### src/rtl/qspi_arb_pkg.sv
// qspi_arb_pkg: arbiter state encodings and cache line geometry shared with the qspi engine and caches.
package qspi_arb_pkg;

    typedef enum logic [2:0] {
        QA_IDLE   = 3'd0,
        QA_I_FILL = 3'd1,
        QA_D_PUSH = 3'd2,
        QA_D_PULL = 3'd3,
        QA_GAP    = 3'd4
    } qa_state_e;

    function automatic int lw_of(input int line_length);
        return $clog2(line_length);
    endfunction

endpackage

### src/rtl/qspi_arb_rr.sv
// qspi_arb_rr: two-requester round-robin picker; the side not served last wins a tie.
module qspi_arb_rr (
    input  logic i_req,
    input  logic d_req,
    input  logic last_d,
    output logic grant_d,
    output logic grant_any
);

    assign grant_any = i_req | d_req;
    assign grant_d   = d_req & (!i_req | !last_d);

endmodule

### src/rtl/qspi_arb.sv
// qspi_arb: serialises icache refills and dcache push/pull onto the single QSPI line engine,
// with round-robin fairness and a chip-select turnaround gap between transfers.
module qspi_arb
    import qspi_arb_pkg::*;
#(
    parameter int PA          = 22,
    parameter int LINE_LENGTH = 4,
    parameter int GAP         = 2
) (
    input  logic                             clk,
    input  logic                             reset,
    input  logic                             i_pull,
    input  logic [PA-lw_of(LINE_LENGTH)-1:0] i_tag,
    input  logic                             d_push,
    input  logic                             d_pull,
    input  logic [PA-lw_of(LINE_LENGTH)-1:0] d_tag,
    input  logic                             rom_enable,
    input  logic                             io_access,
    input  logic                             fault,
    input  logic                             q_done,
    output logic                             q_req,
    output logic                             q_i_d,
    output logic                             q_write,
    output logic                             q_mem,
    output logic [PA-lw_of(LINE_LENGTH)-1:0] q_paddr,
    output logic                             i_done,
    output logic                             d_done,
    output logic                             busy
);

    qa_state_e  state, state_n;
    logic [3:0] cnt;
    logic       last_d, pull_pending;
    logic       grant_d, grant_any, start;

    qspi_arb_rr u_rr (
        .i_req    (i_pull & !fault),
        .d_req    ((d_push | d_pull) & !fault & !io_access),
        .last_d   (last_d),
        .grant_d  (grant_d),
        .grant_any(grant_any)
    );

    always_comb begin
        state_n = state;
        case (state)
            QA_IDLE:
                if (grant_any) state_n = grant_d ? (d_push ? QA_D_PUSH : QA_D_PULL) : QA_I_FILL;
            QA_I_FILL, QA_D_PULL:
                if (q_done) state_n = GAP > 0 ? QA_GAP : QA_IDLE;
            QA_D_PUSH:
                if (q_done) state_n = GAP > 0 ? QA_GAP : QA_D_PULL;
            QA_GAP:
                if (cnt == 4'd0) state_n = pull_pending ? QA_D_PULL : QA_IDLE;
            default:
                state_n = QA_IDLE;
        endcase
    end

    // Tag and flags are captured on every entry into a transfer, including the pull after a push.
    assign start = state_n != state && state_n inside {QA_I_FILL, QA_D_PUSH, QA_D_PULL};
    assign q_req = state inside {QA_I_FILL, QA_D_PUSH, QA_D_PULL};
    assign busy  = state != QA_IDLE;

    always_ff @(posedge clk or negedge reset) begin
        if (!reset) begin
            state        <= QA_IDLE;
            cnt          <= 4'd0;
            last_d       <= 1'b0;
            pull_pending <= 1'b0;
            q_i_d        <= 1'b0;
            q_write      <= 1'b0;
            q_mem        <= 1'b0;
            q_paddr      <= '0;
            i_done       <= 1'b0;
            d_done       <= 1'b0;
        end else begin
            state        <= state_n;
            i_done       <= state == QA_I_FILL && q_done;
            d_done       <= (state == QA_D_PUSH || state == QA_D_PULL) && q_done;
            cnt          <= (state_n == QA_GAP && state != QA_GAP) ? 4'(GAP - 1) : (cnt != 4'd0 ? cnt - 4'd1 : 4'd0);
            pull_pending <= state_n == QA_GAP && (state == QA_D_PUSH || pull_pending);
            if (state == QA_IDLE && grant_any) last_d <= grant_d;
            if (start) begin
                q_paddr <= state_n == QA_I_FILL ? i_tag : d_tag;
                q_i_d   <= state_n == QA_I_FILL;
                q_write <= state_n == QA_D_PUSH;
                q_mem   <= rom_enable & (state_n != QA_D_PUSH);
            end
        end
    end

endmodule

### config.mk
export PLATFORM = sky130hd
export DESIGN_NAME = qspi_arb
export DESIGN_NICKNAME = d
export VERILOG_FILES = /design/src/rtl/qspi_arb_pkg.sv /design/src/rtl/qspi_arb_rr.sv /design/src/rtl/qspi_arb.sv
export SDC_FILE = /design/constraint.sdc
export NUM_CORES = 1
export LEC_CHECK = 0
export CAP_MARGIN = 40
export CORE_ASPECT_RATIO = 1.4
export CORE_MARGIN = 3
export CORE_UTILIZATION = 30
export DETAILED_ROUTE_END_ITERATION = 16
export GPL_TIMING_DRIVEN = 0
export PLACE_DENSITY = 0.57
export SYNTH_ARGS = -nofsm -noshare
export SYNTH_HDL_FRONTEND = slang
export SYNTH_SLANG_ARGS = --single-unit
### constraint.sdc
create_clock -name clk -period 3.7 [get_ports clk]
set_input_delay 0.555 -clock clk [delete_from_list [all_inputs] [get_ports clk]]
set_output_delay 0.555 -clock clk [all_outputs]
set_load 0.01 [all_outputs]
==> results of run 1 <==
## worst min path at each step
stage / cells after the start / slack, ps / start / to
2_1_floorplan: 0 / 260 / reset / cnt[0]
3_3_place_gp: 1 / 480 / pull_pending / pull_pending
3_5_place_dp: 1 / 480 / pull_pending / pull_pending
4_1_cts: 1 / 370 / reset / q_paddr[17]
5_1_grt: 1 / 400 / reset / q_paddr[17]
6_report: 1 / 340 / reset / q_paddr[17]
## state kept, by name, summed over array words and instances, names as in the netlist
signal	cells
last_d	1
d_done	1
pull_pending	1
state	3
q_paddr	20
q_mem	1
cnt	4
i_done	1
q_i_d	1
q_write	1
## layer usage
metal	track usage, %	wire length (µm)
met5	0	0
met1	16.7	1940
met3	5.09	340
met4	4.34	57
met2	26.4	2540
## stage by stage
stage	setup WS (ps)	cell area (µm²)	util (%)
finish	1350	2710	48.3
global route	1210	2710	48.3
CTS	1320	2710	48.3
detailed placement	1250	2590	46.3
global placement	1240	2600	46.3
floorplan	1850	1760	-
## cell usage in the layout (no fill, tap or decap), types with 3 or more instances in the layout
cell type / synthesis / layout
nand2_1: 3 / 3
buf_4: 3 / 3
clkdlybuf4s50_1: 0 / 74
nor3_1: 6 / 6
dfrtp_1: 34 / 34
o21ai_0: 22 / 22
buf_2: 6 / 7
inv_1: 6 / 6
nor2_1: 28 / 28
nand3_1: 20 / 20
a31oi_1: 20 / 20
clkbuf_8: 0 / 5
a21o_1: 3 / 3
## kinds of logic after synthesis
family | after synthesis
adder cells (fa/ha/maj) | 2
AO/OA/AOI/OAI | 60
XOR/XNOR | 1
AND/OR/NAND/NOR | 68
buffers and inverters | 22
flip-flops | 34
## worst max-delay path, delay by kind of cell, from the launching register on
kind          cells  cell delay [ps]
buf+inv           1              500
flops             1              490
simple gates      2              540
## layout make-up
| cell class | count | area [µm²] | share of cell area [%] |
|---|---|---|---|
| tap | 68 | 85.1 | 3.14 |
| sequential | 34 | 851 | 31.4 |
| timing repair buffer | 75 | 746 | 27.6 |
| buffer | 14 | 92.6 | 3.42 |
| inverter | 8 | 30.0 | 1.11 |
| clock buffer | 5 | 68.8 | 2.54 |
| multi-input combinational | 131 | 788 | 29.1 |
| clock inverter | 3 | 45.0 | 1.66 |
## cell usage after synthesis (2+ instances only)
library cell	n	area [µm²]
ha_1	2	25.0
nand2_1	3	11.3
inv_1	6	22.5
dfrtp_1	34	851
buf_2	6	30.0
buf_6	2	22.5
a31oi_1	20	125
nor2_1	28	105
inv_2	2	7.51
clkbuf_2	2	10.0
or3_1	2	12.5
buf_4	3	22.5
nor3b_1	2	15.0
nand2b_1	2	12.5
nor3_1	6	30.0
a21oi_1	2	10.0
nand3_1	20	100
a21o_1	3	22.5
o21ai_0	22	110
## power by group through the flow
stage | Sequential (mW) | Combinational, mW | Clock [mW]
floorplan | 0.701 | 0.546 | 0
global placement | 0.649 | 1.08 | 0
detailed placement | 0.654 | 1.08 | 0
CTS | 0.650 | 1.09 | 0.355
global route | 0.673 | 1.19 | 0.373
finish | 0.648 | 1.06 | 0.347
==> reports/metrics.csv, run 1 <==
stage;metric;value;unit
setup_path;rr_endpoint;q_paddr[13];
setup_path;critPathMaxFanout;8;
final_layout;area_growth;53.6;%
cts;cts.clk_slew.worst_paths;70;ps
synth;synth_fp_nets;238;
sta;setup-violations-final;0;
pwr;p_switching;0.767;mW
synth;synth-seq-cells;34;
routing;vias_per_cell;4.98;
run_status;outcome;finished clean;
setup_path;max_stage_delay;500;ps
synth;synthesis.area;1760;µm²
setup_path;path_cells;nor2_1 -> nor2_1 -> clkdlybuf4s50_1;
cts;cts_max_level;2;
sta;fin_skew;2.49;ps
setup_path;crit_arrival;1800;ps
synth;async_flop_share;100;%
sta;rsz0062_at_grt;no;
routing;final_antenna_net_count;0;
synth;synthMuxAreaShare;0;%
setup_path;endpoint;q_req;
placement;dp_hpwl;3.62;mm
cts;cts_setup_buffers;0;
cts;clock_sinks;34;
floorplan;start_util;31.4;%
pwr;clkPwrFrac;16.8;%
cts;clock_path_buffers;2;
floorplan;ios;76;
routing;vias;1684;
synth;netlist_instances;187;
synth;synth-edff-count;0;
final_layout;diodes;0;
pwr;swShare;37.2;%
pwr;combPwrFrac;51.7;%
pwr;vdd_drop_max;0.416;mV
synth;synth_top_family_by_area;compound AO/OA/AOI/OAI gates;
cts;hold_buffers;0;
floorplan;core_area;5610;µm²
pwr;power_density;761;nW/µm²
job;maxCapViolations;0;
sta;final.setup.tns;0;ps
floorplan;die-height;96.7;µm
setup_path;r2r-start;cnt[0];
setup_path;cp_slowest_cell;clkdlybuf4s50_1;
global_route;grt_usage;14.9;%
final_layout;fin_nets;320;
sta;fmax;425;MHz
sta;finalHoldViolations;0;
setup_path;critPathLaunch;state[0];
synth;synth_xor_area_share;0.497;%
pwr;pwr-share-seq;31.5;%
routing;drt_iter0_drc;32;
synth;syn_avg_cell_area;9.42;µm²
setup_path;cp_data_required_time;3140;ps
synth;synthAdderAreaFrac;1.42;%
placement;dp.cells;330;
setup_path;path_class;reg2out;
cts;cts_buffers;5;
routing;wl;4.88;mm
setup_path;reg2reg_depth;9;
synth;ys_types;39;
floorplan;num_rows;32;
final_layout;drive_gt1_share;13.0;%
placement;place.gp.congestion;0.806;
sta;fin_hold_ws;339;ps
hold_path;hold_path_class;in2async;
synth;synth_compound_area_share;23.5;%
cts;cts-resized-gates;0;
floorplan;die_x;70.8;µm
sta;worst_slew_pin_slew;774;ps
routing;dr.pass1.iters;4;
cts;insertion_delay;280;ps
sta;period_needed;2350;ps
pwr;p_int;1.29;mW
pwr;p_total;2.06;mW
setup_path;critPathLaunchType;flip-flop;
global_route;grt_pass1_wl;8.22;mm
global_route;grt_antenna_before_repair;0;
floorplan;die-area;6840;µm²
routing;drc;0;
final_layout;fin_cells;338;
placement;portBuffers;75;
synth;synth.yosys.seq_area_share;48.3;%
global_route;grt_pass1_vias;1729;
global_route;grt_max_degree;35;
synth;synthSimpleGateAreaFrac;19.3;%
global_route;overflow;0;
setup_path;ff2ff_setup_slack;1630;ps
sta;slew_headroom;48.4;%
cts;root_buffer;clkbuf_8;
synth;synthFlopType;dfrtp_1;
setup_path;end_kind;primary output;
routing;wl_per_cell;14.4;µm
cts;cts_tree;done;
final_layout;nFillCells;576;
sta;finalMaxSlewViolations;0;
synth;yosys_warnings;0;
pwr;power_leakage;1.10;nW
setup_path;crit_top_cell;nor2_1;
sta;fin_crit_sh;63.6;%
Note: power is estimated with default switching activity, not from simulation.
==> run 2, diff against run 1 <==
==> constraint.sdc (replaced) <==
create_clock -name clk -period 2.4 [get_ports clk]
set_input_delay 0.36 -clock clk [delete_from_list [all_inputs] [get_ports clk]]
set_output_delay 0.36 -clock clk [all_outputs]
set_load 0.01 [all_outputs]
==> results of run 2 <==
Same layout as run 1 (identical final DEF). Status: finished clean.
Among the figures that moved: setup slack after placement 1250 ps -> 142 ps; setup slack after layout 1350 ps -> 240 ps; hold slack 339 ps -> 144 ps; register-to-register setup slack 1630 ps -> 330 ps; total power 2.06 mW -> 3.18 mW; worst IR drop on VDD 0.416 mV -> 0.642 mV
